<file path="src/rtl/rst_seq_pkg.sv">
// rst_seq_pkg: shared types and default constants for the staged
// reset-release sequencer.
package rst_seq_pkg;

    typedef enum logic [1:0] {
        RS_HOLD = 2'd0,
        RS_WAIT = 2'd1,
        RS_DONE = 2'd2
    } rst_seq_state_e;

    localparam int RST_SEQ_NUM_DOMAINS = 4;
    localparam int RST_SEQ_GAP_CYCLES  = 16;

    // Gap counter width; a single bit is kept even when GAP_CYCLES = 1.
    function automatic int rst_seq_cnt_w(input int gap);
        return (gap > 1) ? $clog2(gap) : 1;
    endfunction

endpackage

</file>
<file path="src/rtl/rst_seq_if.sv">
// rst_seq_if: system-reset input, stall input and the per-domain reset
// outputs of the reset-release sequencer, bundled for port connection.
interface rst_seq_if
    import rst_seq_pkg::*;
#(
    parameter int NUM_DOMAINS = RST_SEQ_NUM_DOMAINS
);
    logic                   sys_rst_ni;
    logic                   hold_i;
    logic [NUM_DOMAINS-1:0] periph_rst_no;
    logic                   busy_o;
    logic                   seq_done_o;

    // Reset manager / environment side.
    modport master (
        output sys_rst_ni,
        output hold_i,
        input  periph_rst_no,
        input  busy_o,
        input  seq_done_o
    );

    // Sequencer side.
    modport slave (
        input  sys_rst_ni,
        input  hold_i,
        output periph_rst_no,
        output busy_o,
        output seq_done_o
    );
endinterface

</file>
<file path="src/rtl/rst_seq_gap_cnt.sv">
// rst_seq_gap_cnt: loadable down-counter timing the gap between
// successive domain releases. Saturates at zero, never wraps.
module rst_seq_gap_cnt
    import rst_seq_pkg::*;
#(
    parameter int GAP_CYCLES = RST_SEQ_GAP_CYCLES
) (
    input  logic clk_i,
    input  logic rst_ni,
    input  logic load_i,
    input  logic en_i,
    output logic zero_o
);
    localparam int CNT_W = rst_seq_cnt_w(GAP_CYCLES);

    logic [CNT_W-1:0] cnt_q;
    logic [CNT_W-1:0] cnt_d;

    // Next count: reload wins, otherwise count down while enabled and non-zero.
    always_comb begin
        cnt_d = cnt_q;
        if (load_i) begin
            cnt_d = CNT_W'(GAP_CYCLES - 1);
        end else if (en_i && (cnt_q != '0)) begin
            cnt_d = cnt_q - 1'b1;
        end
    end

    // Counter register.
    always_ff @(posedge clk_i or negedge rst_ni) begin
        if (!rst_ni) begin
            cnt_q <= '0;
        end else begin
            cnt_q <= cnt_d;
        end
    end

    assign zero_o = (cnt_q == '0);

endmodule

</file>
<file path="src/rtl/rst_seq.sv">
// rst_seq: staged reset-release sequencer. All peripheral domains are
// held in reset together and released one at a time in index order,
// GAP_CYCLES clock edges apart, once the system reset is deasserted.
// Optional feature macro: RST_SEQ_ASYNC_ASSERT_EN -- when defined, a low
// sys_rst_ni forces periph_rst_no low combinationally; release timing
// is unchanged. When undefined, all outputs are purely registered.
module rst_seq
    import rst_seq_pkg::*;
#(
    parameter int NUM_DOMAINS = RST_SEQ_NUM_DOMAINS,
    parameter int GAP_CYCLES  = RST_SEQ_GAP_CYCLES
) (
    input  logic     clk_i,
    input  logic     rst_ni,
    rst_seq_if.slave bus
);
    localparam int IDX_W = (NUM_DOMAINS > 1) ? $clog2(NUM_DOMAINS) : 1;

    rst_seq_state_e         state_q, state_d;
    logic [IDX_W-1:0]       idx_q, idx_d;
    logic [NUM_DOMAINS-1:0] periph_q, periph_d;
    logic                   busy_q, busy_d;
    logic                   done_q, done_d;

    logic cnt_load;
    logic cnt_en;
    logic cnt_zero;

    rst_seq_gap_cnt #(
        .GAP_CYCLES (GAP_CYCLES)
    ) u_gap_cnt (
        .clk_i  (clk_i),
        .rst_ni (rst_ni),
        .load_i (cnt_load),
        .en_i   (cnt_en),
        .zero_o (cnt_zero)
    );

    // Next-state and next-output logic; a low system reset overrides everything.
    always_comb begin
        state_d  = state_q;
        idx_d    = idx_q;
        periph_d = periph_q;
        busy_d   = busy_q;
        done_d   = done_q;
        cnt_load = 1'b0;
        cnt_en   = 1'b0;

        if (!bus.sys_rst_ni) begin
            state_d  = RS_HOLD;
            idx_d    = '0;
            periph_d = '0;
            busy_d   = 1'b0;
            done_d   = 1'b0;
        end else begin
            unique case (state_q)
                RS_HOLD: begin
                    periph_d = '0;
                    done_d   = 1'b0;
                    busy_d   = 1'b0;
                    if (!bus.hold_i) begin
                        state_d  = RS_WAIT;
                        idx_d    = '0;
                        cnt_load = 1'b1;
                        busy_d   = 1'b1;
                    end
                end
                RS_WAIT: begin
                    busy_d = 1'b1;
                    if (!bus.hold_i) begin
                        if (!cnt_zero) begin
                            cnt_en = 1'b1;
                        end else begin
                            periph_d[idx_q] = 1'b1;
                            if (idx_q == IDX_W'(NUM_DOMAINS - 1)) begin
                                state_d = RS_DONE;
                                done_d  = 1'b1;
                                busy_d  = 1'b0;
                            end else begin
                                idx_d    = idx_q + 1'b1;
                                cnt_load = 1'b1;
                            end
                        end
                    end
                end
                RS_DONE: begin
                    periph_d = '1;
                    done_d   = 1'b1;
                    busy_d   = 1'b0;
                end
                default: begin
                    state_d  = RS_HOLD;
                    idx_d    = '0;
                    periph_d = '0;
                    busy_d   = 1'b0;
                    done_d   = 1'b0;
                end
            endcase
        end
    end

    // State, index and output registers.
    always_ff @(posedge clk_i or negedge rst_ni) begin
        if (!rst_ni) begin
            state_q  <= RS_HOLD;
            idx_q    <= '0;
            periph_q <= '0;
            busy_q   <= 1'b0;
            done_q   <= 1'b0;
        end else begin
            state_q  <= state_d;
            idx_q    <= idx_d;
            periph_q <= periph_d;
            busy_q   <= busy_d;
            done_q   <= done_d;
        end
    end

`ifdef RST_SEQ_ASYNC_ASSERT_EN
    assign bus.periph_rst_no = periph_q & {NUM_DOMAINS{bus.sys_rst_ni}};
`else
    assign bus.periph_rst_no = periph_q;
`endif
    assign bus.busy_o     = busy_q;
    assign bus.seq_done_o = done_q;

endmodule

</file>
<file path="src/flat_wrapper.sv">
// flat-port wrapper written by rule: the top's interface ports become plain ports
module rst_seq_flat import rst_seq_pkg::*;
#(
    parameter int NUM_DOMAINS = RST_SEQ_NUM_DOMAINS,
    parameter int GAP_CYCLES  = RST_SEQ_GAP_CYCLES
)
  (clk_i, rst_ni, bus_sys_rst_ni, bus_hold_i, bus_periph_rst_no, bus_busy_o, bus_seq_done_o);
  rst_seq_if #(.NUM_DOMAINS(NUM_DOMAINS)) bus_i ();
  input  logic clk_i;
  input  logic rst_ni;
  input wire logic [$bits(bus_i.sys_rst_ni)-1:0] bus_sys_rst_ni;
  input wire logic [$bits(bus_i.hold_i)-1:0] bus_hold_i;
  output wire logic [$bits(bus_i.periph_rst_no)-1:0] bus_periph_rst_no;
  output wire logic [$bits(bus_i.busy_o)-1:0] bus_busy_o;
  output wire logic [$bits(bus_i.seq_done_o)-1:0] bus_seq_done_o;
  assign bus_i.sys_rst_ni = bus_sys_rst_ni;
  assign bus_i.hold_i = bus_hold_i;
  assign bus_periph_rst_no = bus_i.periph_rst_no;
  assign bus_busy_o = bus_i.busy_o;
  assign bus_seq_done_o = bus_i.seq_done_o;
  rst_seq #(.NUM_DOMAINS(NUM_DOMAINS), .GAP_CYCLES(GAP_CYCLES)) u_core (.clk_i(clk_i), .rst_ni(rst_ni), .bus(bus_i));
endmodule
</file>
<file path="config.mk">
export PLATFORM = sky130hd
export DESIGN_NAME = rst_seq_flat
export DESIGN_NICKNAME = d
export VERILOG_FILES = /design/src/rtl/rst_seq_pkg.sv /design/src/rtl/rst_seq_if.sv /design/src/rtl/rst_seq_gap_cnt.sv /design/src/rtl/rst_seq.sv /design/src/flat_wrapper.sv
export SDC_FILE = /design/constraint.sdc
export NUM_CORES = 1
export LEC_CHECK = 0
export ABC_CLOCK_PERIOD_IN_PS = 2600
export CAP_MARGIN = 20
export CORE_UTILIZATION = 55
export CTS_CLUSTER_SIZE = 40
export DETAILED_ROUTE_END_ITERATION = 7
export PLACE_DENSITY = 0.83
export SLEW_MARGIN = 15
export SYNTH_ARGS = -nofsm -noshare
export SYNTH_HDL_FRONTEND = slang
export SYNTH_SLANG_ARGS = --single-unit
</file>
<file path="constraint.sdc">
create_clock -name clk_i -period 2.6 [get_ports clk_i]
set_input_delay 0.52 -clock clk_i [delete_from_list [all_inputs] [get_ports clk_i]]
set_output_delay 0.52 -clock clk_i [all_outputs]
set_load 0.005 [all_outputs]
</file>
# ---- Word level (Yosys, flattened, before mapping)
# Index checks and enable logic that the tools add are counted.
dict set report totals {
  reg_bits 14
  input_bits 4
  out_inout_bits 6
  wordCells 69
}
dict set report op_classes {
  addsub 2
  magnitude_cmp 2
  n_eq_ne 9
  muxes 39
  n_bitwise 1
  n_reduce_logical 10
}
# op n
set op_table {}
lappend op_table {{two-way mux 2 bit} 10}
lappend op_table {{two-way mux 4 bit} 5}
lappend op_table {{two-way mux 1 bit} 17}
lappend op_table {{case mux 2 bit (3 select lines)} 2}
lappend op_table {{AND reduction 5 bit} 2}
lappend op_table {{inequality test 3 bit (second input constant)} 3}
lappend op_table {{case mux 4 bit (2 select lines)} 1}
lappend op_table {{inequality test 3 x 2 -> 1 bit (second input constant)} 2}
lappend op_table {{case mux 1 bit (2 select lines)} 3}
lappend op_table {{== test 2 bit (second input constant)} 2}
lappend op_table {{logical NOT 4 bit} 1}
lappend op_table {{bitwise OR 4 bit} 1}
lappend op_table {{nonzero test 4 bit} 1}
lappend op_table {{subtractor 4 x 1 -> 4 bit (second input constant)} 1}
lappend op_table {{< comparator 2 x 3 -> 1 bit (second input constant)} 1}
lappend op_table {{AND reduction 3 bit} 1}
lappend op_table {{adder 2 x 1 -> 2 bit (second input constant)} 1}
lappend op_table {{demux 1 bit (select 2 bit)} 1}
lappend op_table {{== test 2 x 1 -> 1 bit (second input constant)} 1}
lappend op_table {{>= comparator 2 x 1 -> 1 bit (second input constant)} 1}
lappend op_table {{logical AND 1 bit} 2}
lappend op_table {{logical NOT 2 bit} 1}
lappend op_table {{inequality test 2 bit (second input constant)} 1}
lappend op_table {{AND reduction 2 bit} 1}
lappend op_table {{nonzero test 2 bit} 1}

# ---- Depth between registers and ports, before layout
# Gate-level depths: netlist of run 1.
dict set report depth {
  depth_word 9
  ltp_mapped 6
  mapped_depth_nobuf 5
}

# ---- By module
# From an unflattened synthesis of run 1, not the netlist that was laid out.
dict set report unflattened {
  hier_cells 93
  area_unflattened_um2 903.4
}
# module n_inst cells_per_inst area_per_inst_um2 seq_area_each_um2
set modules_own_cells {}
lappend modules_own_cells {rst_seq 1 72 684.4 250.2}
lappend modules_own_cells {rst_seq_gap_cnt 1 21 219.0 100.1}

# ---- Worst setup path before layout of run 1
# No wires, ideal clock.
dict set report synth_timing {
  kind {flip-flop to flip-flop}
  from {register u_core.state_q[0]}
  to {register u_core.idx_q[1]}
  setup_ns 0.104
  arrival_time_ns 1.370
  required_time_ns 2.496
  slack_ns 1.127
  stages_incl_launch_ff 7
  path_buffers 1
  period_less_slack_ns 1.473
  cell_sequence {dfrtp_1 -> inv_1 -> ha_1 -> clkbuf_1 -> nor3_1 -> or3_1 -> o311ai_1}
}
dict set report synth_between {
  elab_chain_cells 3
  elab_cells_between_ends 11
  cone_classes {7 x eq/ne; 2 x mux; 2 x reduce/logical}
}
# element line_no
set synth_rtl {}
lappend synth_rtl {{from (decl)} rst_seq.sv:19} ;# rst_seq_state_e state_q, state_d;
lappend synth_rtl {{from (signal assigned)} rst_seq.sv:111} ;# state_q <= state_d;
lappend synth_rtl {{== test 2 x 1 -> 1 bit (tied with other cells)} rst_seq.sv:56} ;# unique case (state_q)
lappend synth_rtl {{inequality test 3 bit (no line) (tied with other cells)} --}
lappend synth_rtl {{AND reduction 5 bit (no line) / two-way mux 2 bit (equally long branches)} --}
lappend synth_rtl {{to (signal assigned)} rst_seq.sv:112} ;# idx_q <= idx_d;
lappend synth_rtl {{to (decl)} rst_seq.sv:20} ;# logic [IDX_W-1:0] idx_q, idx_d;
# Parallel ways exist; a longest one is shown, timed or not.
# A chain may end at the register's enable or synchronous reset.

# ---- Worst setup path in the final report of run 1
dict set report layout_timing {
  from {input bus_sys_rst_ni}
  to {register u_core.u_gap_cnt.cnt_q[1]}
}
dict set report layout_between {
  elab_chain_cells 3
  elab_cells_between_ends 5
  cone_classes {3 x mux; 2 x reduce/logical}
}
# element line_no
set layout_rtl {}
lappend layout_rtl {{from (decl)} flat_wrapper.sv:11} ;# input wire logic [$bits(bus_i.sys_rst_ni)-1:0] bus_sys_rst_ni;
lappend layout_rtl {{two-way mux 1 bit} rst_seq.sv:49} ;# if (!bus.sys_rst_ni) begin
lappend layout_rtl {{logical AND 1 bit} rst_seq_gap_cnt.sv:24} ;# end else if (en_i && (cnt_q != '0)) begin
lappend layout_rtl {{nonzero test 2 bit (no line)} --}
lappend layout_rtl {{to (signal assigned)} rst_seq_gap_cnt.sv:34} ;# cnt_q <= cnt_d;
lappend layout_rtl {{to (decl)} rst_seq_gap_cnt.sv:16} ;# logic [CNT_W-1:0] cnt_q;
# Parallel ways exist; a longest one is shown, timed or not.

==> impl_results.md, run 1 <==
- Gate Count Post-Synth: 90
- Slowest Stage Delay on Critical Path: 620 ps
- Min Tclk post-route: 1790 ps
- Critical-path top delay cell: clkdlybuf4s50_1
- Vias in the first global route: 721
- Ant diodes: 0
- WP data required: 2710 ps
- WP data arrival: 1900 ps
- Resize count post-CTS: 0
- Setup ws final: 809.6 ps
- Most frequent cell after synthesis: dfrtp_1
- Vias: 731
- Run status: complete, no violations
- Hold Vio Cnt, Final: 0
- Std-Cell Rows: 14
- Finished Cell Area: 1046 um^2
- Placer congestion estimate: 0.8248
- Synthesis Warnings: 0
- Final period util: 68.86%
- Pin slew with the least headroom to its limit: 609.1 ps
- Largest net degree at the start of global routing: 15
- Dpl cells: 112
- Routed WL: 1793 um
- Synth unique cells: 37
- Grt total ovfl: 0
- Layout Cells excl Fill: 115
- Place WS: 548.0 ps
- Crit path kind: input port to flip-flop
- Cell taking the most area after synthesis: dfrtp_1
- I/O Pins: 10
- Vias per inst: 6.357
- Share of layout cells above drive strength 1: 7.071%
- First-pass GRT wire length: 3056 um
- Tot GR Track Use: 21.67%
- Initial antenna violation count: 0
- Cell Pwr Density: 576.5 nW/um^2
- Die Height: 43.06 um
- Htree depth: 1
- Clk buf depth: 2
- Top_reg_cell synth: dfrtp_1
- Max Cap Viol: 0
- TNS Setup: 0 ps
- CTS sink count: 14
- Worst Hold Class: flip-flop to flip-flop
- Clk pin slew, worst setup/hold paths: 80 ps
- Nets: 115
- Seq/Total Area, Yosys: 37.79%
- Total Power: 0.6030 mW
- Worst hold slack: 499.1 ps
- Clock Latency Late Sink: 270 ps
- Detailed Route Iter0 Violations: 30
- Critical Path, Cell by Cell: clkdlybuf4s50_1 > nor4bb_1 > a32oi_1 > o311ai_0
- CTS tree: yes
- Core Area: 1541 um^2
- Post-synth EDFFs: 0
- Slew headroom: 59.27%
- Top-area cell type share of the netlist area: 37.79%
- Most frequent cells after synthesis: 14 x dfrtp_1, 10 x ha_1, 9 x inv_1
- DP Area: 1023 um^2
- Syn_nets: 104
- CP Max Fanout: 11
- Remaining DRCs: 0
- I/O Buffers: 9
- Drt pass-1 iters: 4
- Die ar.: 1854 um^2
- Drt wl/cell: 15.59 um
- Setup crit end kind: flip-flop
- Fillers: 122
- Max frequency: 558.5 MHz
- Initial Utilization: 60.15%
- Area contributors post-synth: dfrtp_1 38%, ha_1 13%, inv_1 3.6%, o21a_1 3.2%, o22a_1 2.8%
- Post-CTS Setup Bufs: 0
- Worst clock skew: 13.53 ps
- Hold buffers post-CTS: 0
- Fin util: 67.86%
- Synthesis-to-layout area growth: 12.82%
- Worst vdd ir: 366.4 uV
- Num CTS Buffers: 3
- Avg Inst Size Synth: 10.30 um^2
- Final Max Tran Viols: 0
- HPWL Detailed: 1325 um
- Root Buffer: clkbuf_4
- Post-Syn Area: 927.1 um^2
- FFs w/ async S/R, synth: 100.0%
- RSZ-0062 raised after global routing: no
- Pleak: 0.4608 nW
- Crit path launch type: input port
- Setup violators final: 0
- Die width: 43.06 um
- Antenna Nets Post-Route: 0
- Yosys reg bits: 14
worst max-delay path: cells and delay by family:
kind	cells	cell delay (ps)
compound gates	2	530
buf+inv	1	620
simple gates	1	230
per-layer routing:
metal	global-route usage (%)	vias to the layer above	wire (um)
li1	-	353	-
met4	4.848	0	8
met2	36.67	20	859
met3	4.681	2	95
met5	0	-	0
met1	28.42	356	830
registers in the layout (all words and copies together) (netlist names):
name	cells
u_core.bus.periph_rst_no	4
u_core.u_gap_cnt.cnt_q	4
u_core.idx_q	2
u_core.state_q	2
u_core.bus.busy_o	1
u_core.bus.seq_done_o	1
placed cells by master (no fill, tap or decap), types with 4 or more instances in the layout:
cell / netlist / routed
ha_1: 10 / 10
nand2_1: 4 / 4
o21a_1: 4 / 4
clkdlybuf4s50_1: 0 / 9
dfrtp_1: 14 / 14
o21ai_0: 5 / 5
inv_1: 9 / 9
area by class of cell:
class / count / area [um^2] / share of cell area [%]
clock buffers: 3 / 22.52 / 2.153
inverters: 9 / 33.78 / 3.230
multi-input cells: 64 / 529.3 / 50.60
flip-flops and latches: 14 / 350.3 / 33.49
well taps: 16 / 20.02 / 1.914
repair buffers: 9 / 90.09 / 8.612
report_power, final:
| group | total, mW | switching (mW) | internal, mW |
|---|---|---|---|
| clock network | 0.121 | 0.0676 | 0.0535 |
| registers | 0.269 | 0.0208 | 0.248 |
| logic | 0.213 | 0.117 | 0.0960 |
| total | 0.603 | 0.205 | 0.398 |
path summary, 6_finish.rpt:
path	startpoint	endpoint	slack, ps	depth (start not counted)
setup / recovery	bus_sys_rst_ni	u_core.u_gap_cnt.cnt_q[1]	810	4
hold / removal	u_core.bus.periph_rst_no[0]	u_core.bus.periph_rst_no[0]	500	1
setup reg to reg	u_core.state_q[1]	u_core.bus.periph_rst_no[0]	900	5
hold reg to reg	u_core.bus.periph_rst_no[0]	u_core.bus.periph_rst_no[0]	500	1
max in group asynchronous	rst_ni	u_core.bus.periph_rst_no[0]	1570	1
min in group asynchronous	rst_ni	u_core.bus.periph_rst_no[2]	620	1
logic make-up (layout without fill, tap and decap cells):
logic type | count (synthesis) | in the layout | share of synthesized area (%)
DFF | 14 | 14 | 37.79
muxes | 2 | 2 | 2.159
and+or+nand+nor | 24 | 24 | 19.84
AOI/OAI and AO/OA | 28 | 28 | 21.59
buffers and inverters | 12 | 21 | 5.128
adders and majority gates | 10 | 10 | 13.50
Note: power is estimated with default switching activity, not from simulation.
==> run 2: changes to the inputs <==
--- a/config.mk
+++ b/config.mk
@@ -5,12 +5,12 @@
 export SDC_FILE = /design/constraint.sdc
 export NUM_CORES = 1
 export LEC_CHECK = 0
-export ABC_CLOCK_PERIOD_IN_PS = 2600
+export ABC_CLOCK_PERIOD_IN_PS = 1500
 export CAP_MARGIN = 20
-export CORE_UTILIZATION = 55
+export CORE_UTILIZATION = 49
 export CTS_CLUSTER_SIZE = 40
 export DETAILED_ROUTE_END_ITERATION = 7
-export PLACE_DENSITY = 0.83
+export PLACE_DENSITY = 0.78
 export SLEW_MARGIN = 15
 export SYNTH_ARGS = -nofsm -noshare
 export SYNTH_HDL_FRONTEND = slang
==> constraint.sdc (replaced) <==
create_clock -name clk_i -period 1.5 [get_ports clk_i]
set_input_delay 0.3 -clock clk_i [delete_from_list [all_inputs] [get_ports clk_i]]
set_output_delay 0.3 -clock clk_i [all_outputs]
set_load 0.005 [all_outputs]
==> run 2 against run 1 <==
  * Wire length up 19%
  * Sequential share of layout area down 7.4 points
  * Largest power group is now combinational logic
  * Critical path type is now flip-flop to flip-flop
  * Die area up 12%
  * Worst setup slack worse by 780 ps
  * Largest cell class unchanged
  * Worst hold slack worse by 190 ps
==> impl_results.md, run 2 (same netlist as run 1, synthesis figures left out) <==
- Run status: complete, no violations (unchanged)
- Worst clock skew: 2.481 ps (was 13.53 ps)
- Initial Utilization: 53.12% (was 60.15%)
- Met3 GRT Util: 4.762% (was 4.681%)
- Setup crit end kind: flip-flop (unchanged)
- Die ar.: 2070 um^2 (was 1854 um^2)
- Area of the multi-input gates: 634.4 um^2 (was 529.3 um^2)
- I/O Buffers: 9 (unchanged)
- Largest net degree at the start of global routing: 15 (unchanged)
- Setup ws final: 32.10 ps (was 809.6 ps)
- Htree depth: 1 (unchanged)
- CP Max Fanout: 2 (was 11)
- Final period util: 97.86%
- Worst Hold Class: input port to asynchronous set/reset pin (was flip-flop to flip-flop)
- Min Tclk post-route: 1468 ps
- Grt total ovfl: 0 (unchanged)
- Die Height: 45.50 um (was 43.06 um)
- Cell Pwr Density: 1021 nW/um^2 (was 576.5 nW/um^2)
- DP Area: 1185 um^2 (was 1023 um^2)
- Placer congestion estimate: 0.7833 (was 0.8248)
- Share of layout cells above drive strength 1: 34.71% (was 7.071%)
- Routed WL: 2140 um (was 1793 um)
- Clk buf depth: 2 (unchanged)
- Crit path kind: flip-flop to flip-flop (was input port to flip-flop)
- Fillers: 122 (unchanged)
- Clock Latency Late Sink: 290 ps (was 270 ps)
- Worst vdd ir: 715.8 uV (was 366.4 uV)
- I/O Pins: 10 (unchanged)
- Critical-path top delay cell: dfrtp_1 (was clkdlybuf4s50_1)
- Vias per inst: 5.719 (was 6.357)
- Busiest grt layer: met2 (unchanged)
- Critical Path, Cell by Cell: buf_4 > or3_1 > or4_1 > nand3_1 (was clkdlybuf4s50_1 > nor4bb_1 > a32oi_1 > o311ai_0)
- WP data arrival: 1700 ps (was 1900 ps)
- Routing usage on met2: 38.86% (was 36.67%)
- Die width: 45.50 um (was 43.06 um)
- RSZ-0062 raised after global routing: yes (was no)
- First-pass GRT wire length: 3463 um (was 3056 um)
- HPWL Detailed: 1471 um (was 1325 um)
- Max Cap Viol: 0 (unchanged)
- Hold Vio Cnt, Final: 0 (unchanged)
- Root Buffer: clkbuf_4 (unchanged)
- Nets: 136 (was 115)
- Final Max Tran Viols: 0 (unchanged)
- Vias in the first global route: 837 (was 721)
- Clk pin slew, worst setup/hold paths: 90 ps (was 80 ps)
- Num CTS Buffers: 3 (unchanged)
- Total Power: 1.374 mW (was 0.6030 mW)
- Hold buffers post-CTS: 0 (unchanged)
- Drt wl/cell: 14.66 um (was 15.59 um)
- Finished Cell Area: 1345 um^2 (was 1046 um^2)
- WP data required: 1730 ps (was 2710 ps)
- Setup violators final: 0 (unchanged)
- Remaining DRCs: 0 (unchanged)
- Tot GR Track Use: 23.27% (was 21.67%)
- CTS sink count: 14 (unchanged)
- Slowest Stage Delay on Critical Path: 400 ps (was 620 ps)
- Antenna Nets Post-Route: 0 (unchanged)
- Std-Cell Rows: 15 (was 14)
- Drt pass-1 iters: 4 (unchanged)
- CTS tree: yes (unchanged)
- Crit path launch type: flip-flop (was input port)
- Core Area: 1745 um^2 (was 1541 um^2)
- Synthesis-to-layout area growth: 45.07% (was 12.82%)
- Commonest non-fill, non-tap cell in the layout: buf_4 (was dfrtp_1)
- Initial antenna violation count: 0 (unchanged)
- Highest-count cells in the layout ignoring fill and taps: 21 x buf_4, 13 x dfrtp_1, 6 x inv_1 (was 14 x dfrtp_1, 10 x ha_1, 9 x inv_1, 9 x clkdlybuf4s50_1, 5 x o21ai_0)
- Pin slew with the least headroom to its limit: 363.8 ps (was 609.1 ps)
- Register area: 351.6 um^2 (was 350.3 um^2)
- Slew headroom: 75.71% (was 59.27%)
- Max frequency: 681.2 MHz
- Detailed Route Iter0 Violations: 15 (was 30)
- Vias: 835 (was 731)
- Pleak: 0.6548 nW (was 0.4608 nW)
- Met1 usage in global routing: 29.72% (was 28.42%)
- Ant diodes: 0 (unchanged)
- Place WS: -226.8 ps (was 548.0 ps)
## run 2: changes by cell type in the layout (fill, tap and decap cells not counted), moves of 3 or more
cell             previous run  this run
buf_4                       0        21
clkdlybuf4s50_1             9         5
dlymetal6s2s_1              0         4
ha_1                       10         5
ha_4                        0         4
inv_1                       9         6
inv_2                       0         3
## run 2: what timing repair did
item / CTS / global route
gates resized for setup: 4 / 22
pin swaps: 0 / 1
endpoints found under the setup margin: 7 / 17
setup buffers: 0 / 1
## run 2: worst max-delay path: cells and delay by family, from the launching register on
kind / cells / cell delay [ps]
and+or+nand+nor: 3 / 860
DFF: 1 / 400
buffers and inverters: 1 / 140
## run 2: cell type report
class,count,share of cell area [%]
multi-input cells,64,47.16
flip-flops and latches,14,26.14
repair buffers,30,19.16
clock buffers,4,2.698
inverters,9,2.512
well taps,25,2.326
## run 2: worst paths after layout
| path | startpoint | endpoint | slack, ps | cells after the start |
|---|---|---|---|---|
| min in group clk_i | u_core.bus.periph_rst_no[0] | u_core.bus.periph_rst_no[0] | 520 | 1 |
| max | u_core.u_gap_cnt.cnt_q[1] | u_core.u_gap_cnt.cnt_q[3] | 30 | 4 |
| max in group asynchronous | rst_ni | u_core.state_q[0] | 1000 | 2 |
| min | rst_ni | u_core.state_q[1] | 310 | 2 |
| min reg2reg | u_core.bus.periph_rst_no[0] | u_core.bus.periph_rst_no[0] | 520 | 1 |
| max reg2reg | u_core.u_gap_cnt.cnt_q[1] | u_core.u_gap_cnt.cnt_q[3] | 30 | 4 |
## run 2: per-layer routing
metal  up-vias  share of wire (%)  wire length [um]
li1        401                  -                 -
met1       400                 42               904
met2        29                 51              1102
met3         5                4.7               100
met4         0                1.5                32
met5         -                  0                 0
## run 2: where the power goes
part / leakage [nW] / switching, mW / internal, mW
combinational: 0.461 / 0.281 / 0.337
sequential: 0.173 / 0.0445 / 0.432
clock: 0.0210 / 0.131 / 0.148
## run 2: stage by stage
step                      setup TNS (ps)  utilization (%)  std cells  hold slack [ps]
final                                  0            77.06        146            313.0
after CTS                         -17.00            71.11        145            316.7
after global routing              -68.25            77.06        146            341.0
after global placement             -1860            67.89        141            490.1
after detailed placement           -2439            67.89        141            495.7
after floorplan                        0                -         90            4.409
==> run 3: changes to the inputs <==
--- a/config.mk
+++ b/config.mk
@@ -10,8 +10,9 @@
 export CORE_UTILIZATION = 49
 export CTS_CLUSTER_SIZE = 40
 export DETAILED_ROUTE_END_ITERATION = 7
-export PLACE_DENSITY = 0.78
+export PLACE_DENSITY = 0.79
 export SLEW_MARGIN = 15
 export SYNTH_ARGS = -nofsm -noshare
 export SYNTH_HDL_FRONTEND = slang
+export SYNTH_HIERARCHICAL = 1
 export SYNTH_SLANG_ARGS = --single-unit
==> run 3 against run 2 <==
  * The run now ends with setup timing left
  * Synthesized area fell by 2.6%
  * Die area fell by 2.5%
  * Fmax fell by 19%
  * Worst setup slack got worse by 350 ps
  * Critical path depth rose by 2
  * Critical path type unchanged
  * Largest power group unchanged
==> impl_results.md, run 3 <==
- WP data arrival: 1980 ps (was 1700 ps)
- Post-Syn Area: 903.4 um^2 (was 927.1 um^2)
- Min Tclk post-route: 1815 ps (was 1468 ps)
- Clk pin slew, worst setup/hold paths: 90 ps (about the same)
- Avg Inst Size Synth: 9.714 um^2 (was 10.30 um^2)
- Initial Utilization: 52.32% (was 53.12%)
- Failing checks: setup timing
- Gate Count Post-Synth: 93 (was 90)
- Drt pass-1 iters: 4 (unchanged)
- First-pass GRT wire length: 3953 um (was 3463 um)
- Hold Vio Cnt, Final: 0 (unchanged)
- Final period util: 121.0% (was 97.86%)
- Yosys reg bits: 14 (unchanged)
- Share of layout cells above drive strength 1: 47.66% (was 34.71%)
- Area contributors post-synth: dfrtp_1 39%, ha_1 14%, inv_1 4.2%, o21a_1 4.2%, nor3_1 2.8% (was dfrtp_1 38%, ha_1 13%, inv_1 3.6%, o21a_1 3.2%, o22a_1 2.8%)
- RSZ-0062 raised after global routing: yes (unchanged)
- Synthesis-to-layout area growth: 53.88% (was 45.07%)
- Die Height: 44.94 um (was 45.50 um)
- Crit path kind: flip-flop to flip-flop (unchanged)
- Max frequency: 551.0 MHz (was 681.2 MHz)
- Grt total ovfl: 0 (unchanged)
- Max Cap Viol: 0 (unchanged)
- Clk buf depth: 2 (unchanged)
- Num CTS Buffers: 3 (unchanged)
- Worst clock skew: 5.549 ps (was 2.481 ps)
- Remaining DRCs: 0 (unchanged)
- Std-Cell Rows: 15 (unchanged)
- CTS tree: yes (unchanged)
- Placer congestion estimate: 0.8337 (was 0.7833)
- Worst reg2reg endpoint: u_core/u_gap_cnt/cnt_q[3] (was u_core.u_gap_cnt.cnt_q[3])
- Fillers: 99 (was 122)
- Initial antenna violation count: 0 (unchanged)
- Worst hold slack: 315.5 ps (was 313.0 ps)
- Drt wl/cell: 16.99 um (was 14.66 um)
- Hold buffers post-CTS: 0 (unchanged)
- Pin slew with the least headroom to its limit: 300.7 ps (was 363.8 ps)
- Die width: 44.94 um (was 45.50 um)
- Layout Cells excl Fill: 153 (was 146)
- Most frequent cells after synthesis: 14 x dfrtp_1, 10 x ha_1, 10 x inv_1 (was 14 x dfrtp_1, 10 x ha_1, 9 x inv_1)
- Setup ws final: -314.9 ps (was 32.10 ps)
- Vias in the first global route: 875 (was 837)
- Run status: complete, but fails checks (was complete, no violations)
- Worst r2r src: u_core/u_gap_cnt/cnt_q[0] (was u_core.u_gap_cnt.cnt_q[1])
- Post-synth EDFFs: 0 (unchanged)
- Cell taking the most area after synthesis: dfrtp_1 (unchanged)
- Largest family of logic cells by synthesized area: compound AO/OA/AOI/OAI gates (unchanged)
- XOR/XNOR Fraction of Synth Area: 0% (unchanged)
- Seq/Total Area, Yosys: 38.78% (was 37.79%)
- Setup crit end kind: flip-flop (unchanged)
- Htree depth: 1 (unchanged)
- Tot GR Track Use: 27.82% (was 23.27%)
- Worst vdd ir: 950.9 uV (was 715.8 uV)
- Dpl cells: 146 (was 141)
- WP data required: 1670 ps (was 1730 ps)
- Highest-count cells in the layout ignoring fill and taps: 25 x buf_4, 14 x dfrtp_1, 8 x clkdlybuf4s50_1 (was 21 x buf_4, 13 x dfrtp_1, 6 x inv_1)
- CP Max Fanout: 3 (was 2)
- Reg2Reg Setup Slack: -310 ps (was 30 ps)
- Complex-gate fraction of the synthesized area: 19.94% (was 21.59%)
- Detailed Route Iter0 Violations: 27 (was 15)
- Mux contribution to synthesized area: 2.216% (was 2.159%)
- Setup violators final: 14 (was 0)
- Worst Hold Class: input port to asynchronous set/reset pin (unchanged)
- R2R depth: 6 (was 4)
- Top-area cell type share of the netlist area: 38.78% (was 37.79%)
- Antenna Nets Post-Route: 0 (unchanged)
- Pleak: 0.6211 nW (was 0.6548 nW)
- Vias: 867 (was 835)
- Synth Area in Adders: 13.85% (was 13.50%)
- Simple-gate portion of the synthesized area: 18.42% (was 19.84%)
- Top_reg_cell synth: dfrtp_1 (unchanged)
- Crit path launch type: flip-flop (unchanged)
- End point of the critical path: u_core/u_gap_cnt/cnt_q[3] (was u_core.u_gap_cnt.cnt_q[3])
- HPWL Detailed: 1537 um (was 1471 um)
- Ant diodes: 0 (unchanged)
- Nets: 143 (was 136)
- Most frequent cell after synthesis: dfrtp_1 (unchanged)
- Syn_nets: 107 (was 104)
- Die ar.: 2019 um^2 (was 2070 um^2)
- Largest net degree at the start of global routing: 15 (unchanged)
- Routed WL: 2600 um (was 2140 um)
- CTS sink count: 14 (unchanged)
- I/O Buffers: 9 (unchanged)
- Synth unique cells: 33 (was 37)
- I/O Pins: 10 (unchanged)
- FFs w/ async S/R, synth: 100.0% (unchanged)
- Core Area: 1727 um^2 (was 1745 um^2)
- Final Max Tran Viols: 0 (unchanged)
- Clock Latency Late Sink: 280 ps (was 290 ps)
- Slew headroom: 79.89% (was 75.71%)
- Setup crit start: u_core/u_gap_cnt/cnt_q[0] (was u_core.u_gap_cnt.cnt_q[1])
- Commonest non-fill, non-tap cell in the layout: buf_4 (unchanged)
- Cell Pwr Density: 1115 nW/um^2 (was 1021 nW/um^2)
- Vias per inst: 5.667 (was 5.719)
- Synthesis Warnings: 6 (was 0)
- Root Buffer: clkbuf_4 (unchanged)
run 3: cell types whose count changed in the layout (fill, tap and decap cells not counted), sizes merged, moves of 2 or more:
cell / delta
a211o: +2
nor3: +4
o21ai: -4
nor2b: +2
nor2: +3
nor4b: -2
a21oi: +3
or4: -2
o311ai: -2
clkdlybuf4s50: +3
buf: +5
dlymetal6s2s: -3
o32ai: +2
run 3: worst max-delay path, cell delays in order, from the launching register on:
cell,delay [ps]
dfrtp_1,380
inv_2,60
ha_4,150
nor3b_4,150
nor3_2,200
or4b_4,490
a211o_1,270
run 3: cell families (layout without fill, tap and decap cells):
kind of cell / Yosys count / after routing
AOI/OAI and AO/OA: 25 / 25
adders and majority gates: 10 / 10
DFF: 14 / 14
muxes: 2 / 2
buffers and inverters: 14 / 49
and+or+nand+nor: 28 / 28
run 3: repair_timing:
action / CTS / global route
gates resized for setup: 23 / 6
pin swaps: 15 / 2
setup endpoints to repair: 14 / 15
buffers inserted: 5 / 0
run 3: where the power goes:
group	total [mW]	switching (mW)	internal, mW
sequential	0.475	0.0408	0.434
combinational	0.800	0.402	0.398
clock	0.275	0.128	0.148
run 3: final cells by class:
type / instances / area [um^2] / area share [%]
Inverter: 10 / 37.54 / 2.700
Tap cell: 25 / 31.28 / 2.250
Timing Repair Buffer: 35 / 291.5 / 20.97
Multi-Input combinational cell: 65 / 643.1 / 46.26
Sequential cell: 14 / 350.3 / 25.20
Clock buffer: 4 / 36.28 / 2.610
run 3: how the worst min path moves through the flow:
stage / slack [ps] / from / cells after the start / to
after floorplan: 4 / rst_ni / 0 / u_core/bus.busy_o
after global placement: 480 / u_core/bus.periph_rst_no[1] / 1 / u_core/bus.periph_rst_no[1]
after detailed placement: 480 / u_core/bus.periph_rst_no[0] / 1 / u_core/bus.periph_rst_no[0]
after CTS: 310 / rst_ni / 2 / u_core/state_q[0]
after global routing: 340 / rst_ni / 2 / u_core/state_q[0]
final: 320 / rst_ni / 2 / u_core/state_q[1]
run 3: per-stage QoR:
step	total power, mW	worst slack [ps]	utilization, %	setup TNS [ps]	area [um^2]
after CTS	1.493	-304.2	79.93	-2495	1380
after global placement	1.056	-434.2	70.65	-3088	1220
after detailed placement	1.086	-485.4	70.65	-3565	1220
after floorplan	0.8250	-294.5	-	-1237	955.9
final	1.550	-314.9	80.51	-2495	1390
after global routing	1.626	-371.9	80.51	-3565	1390
run 3: metal layers:
| metal | wire, um | vias up | GRT usage [%] |
|---|---|---|---|
| met5 | 0 | - | 0 |
| met4 | 29 | 0 | 14.55 |
| met3 | 133 | 4 | 3.600 |
| met2 | 1375 | 31 | 46.96 |
| met1 | 1061 | 431 | 34.53 |
| li1 | - | 401 | - |
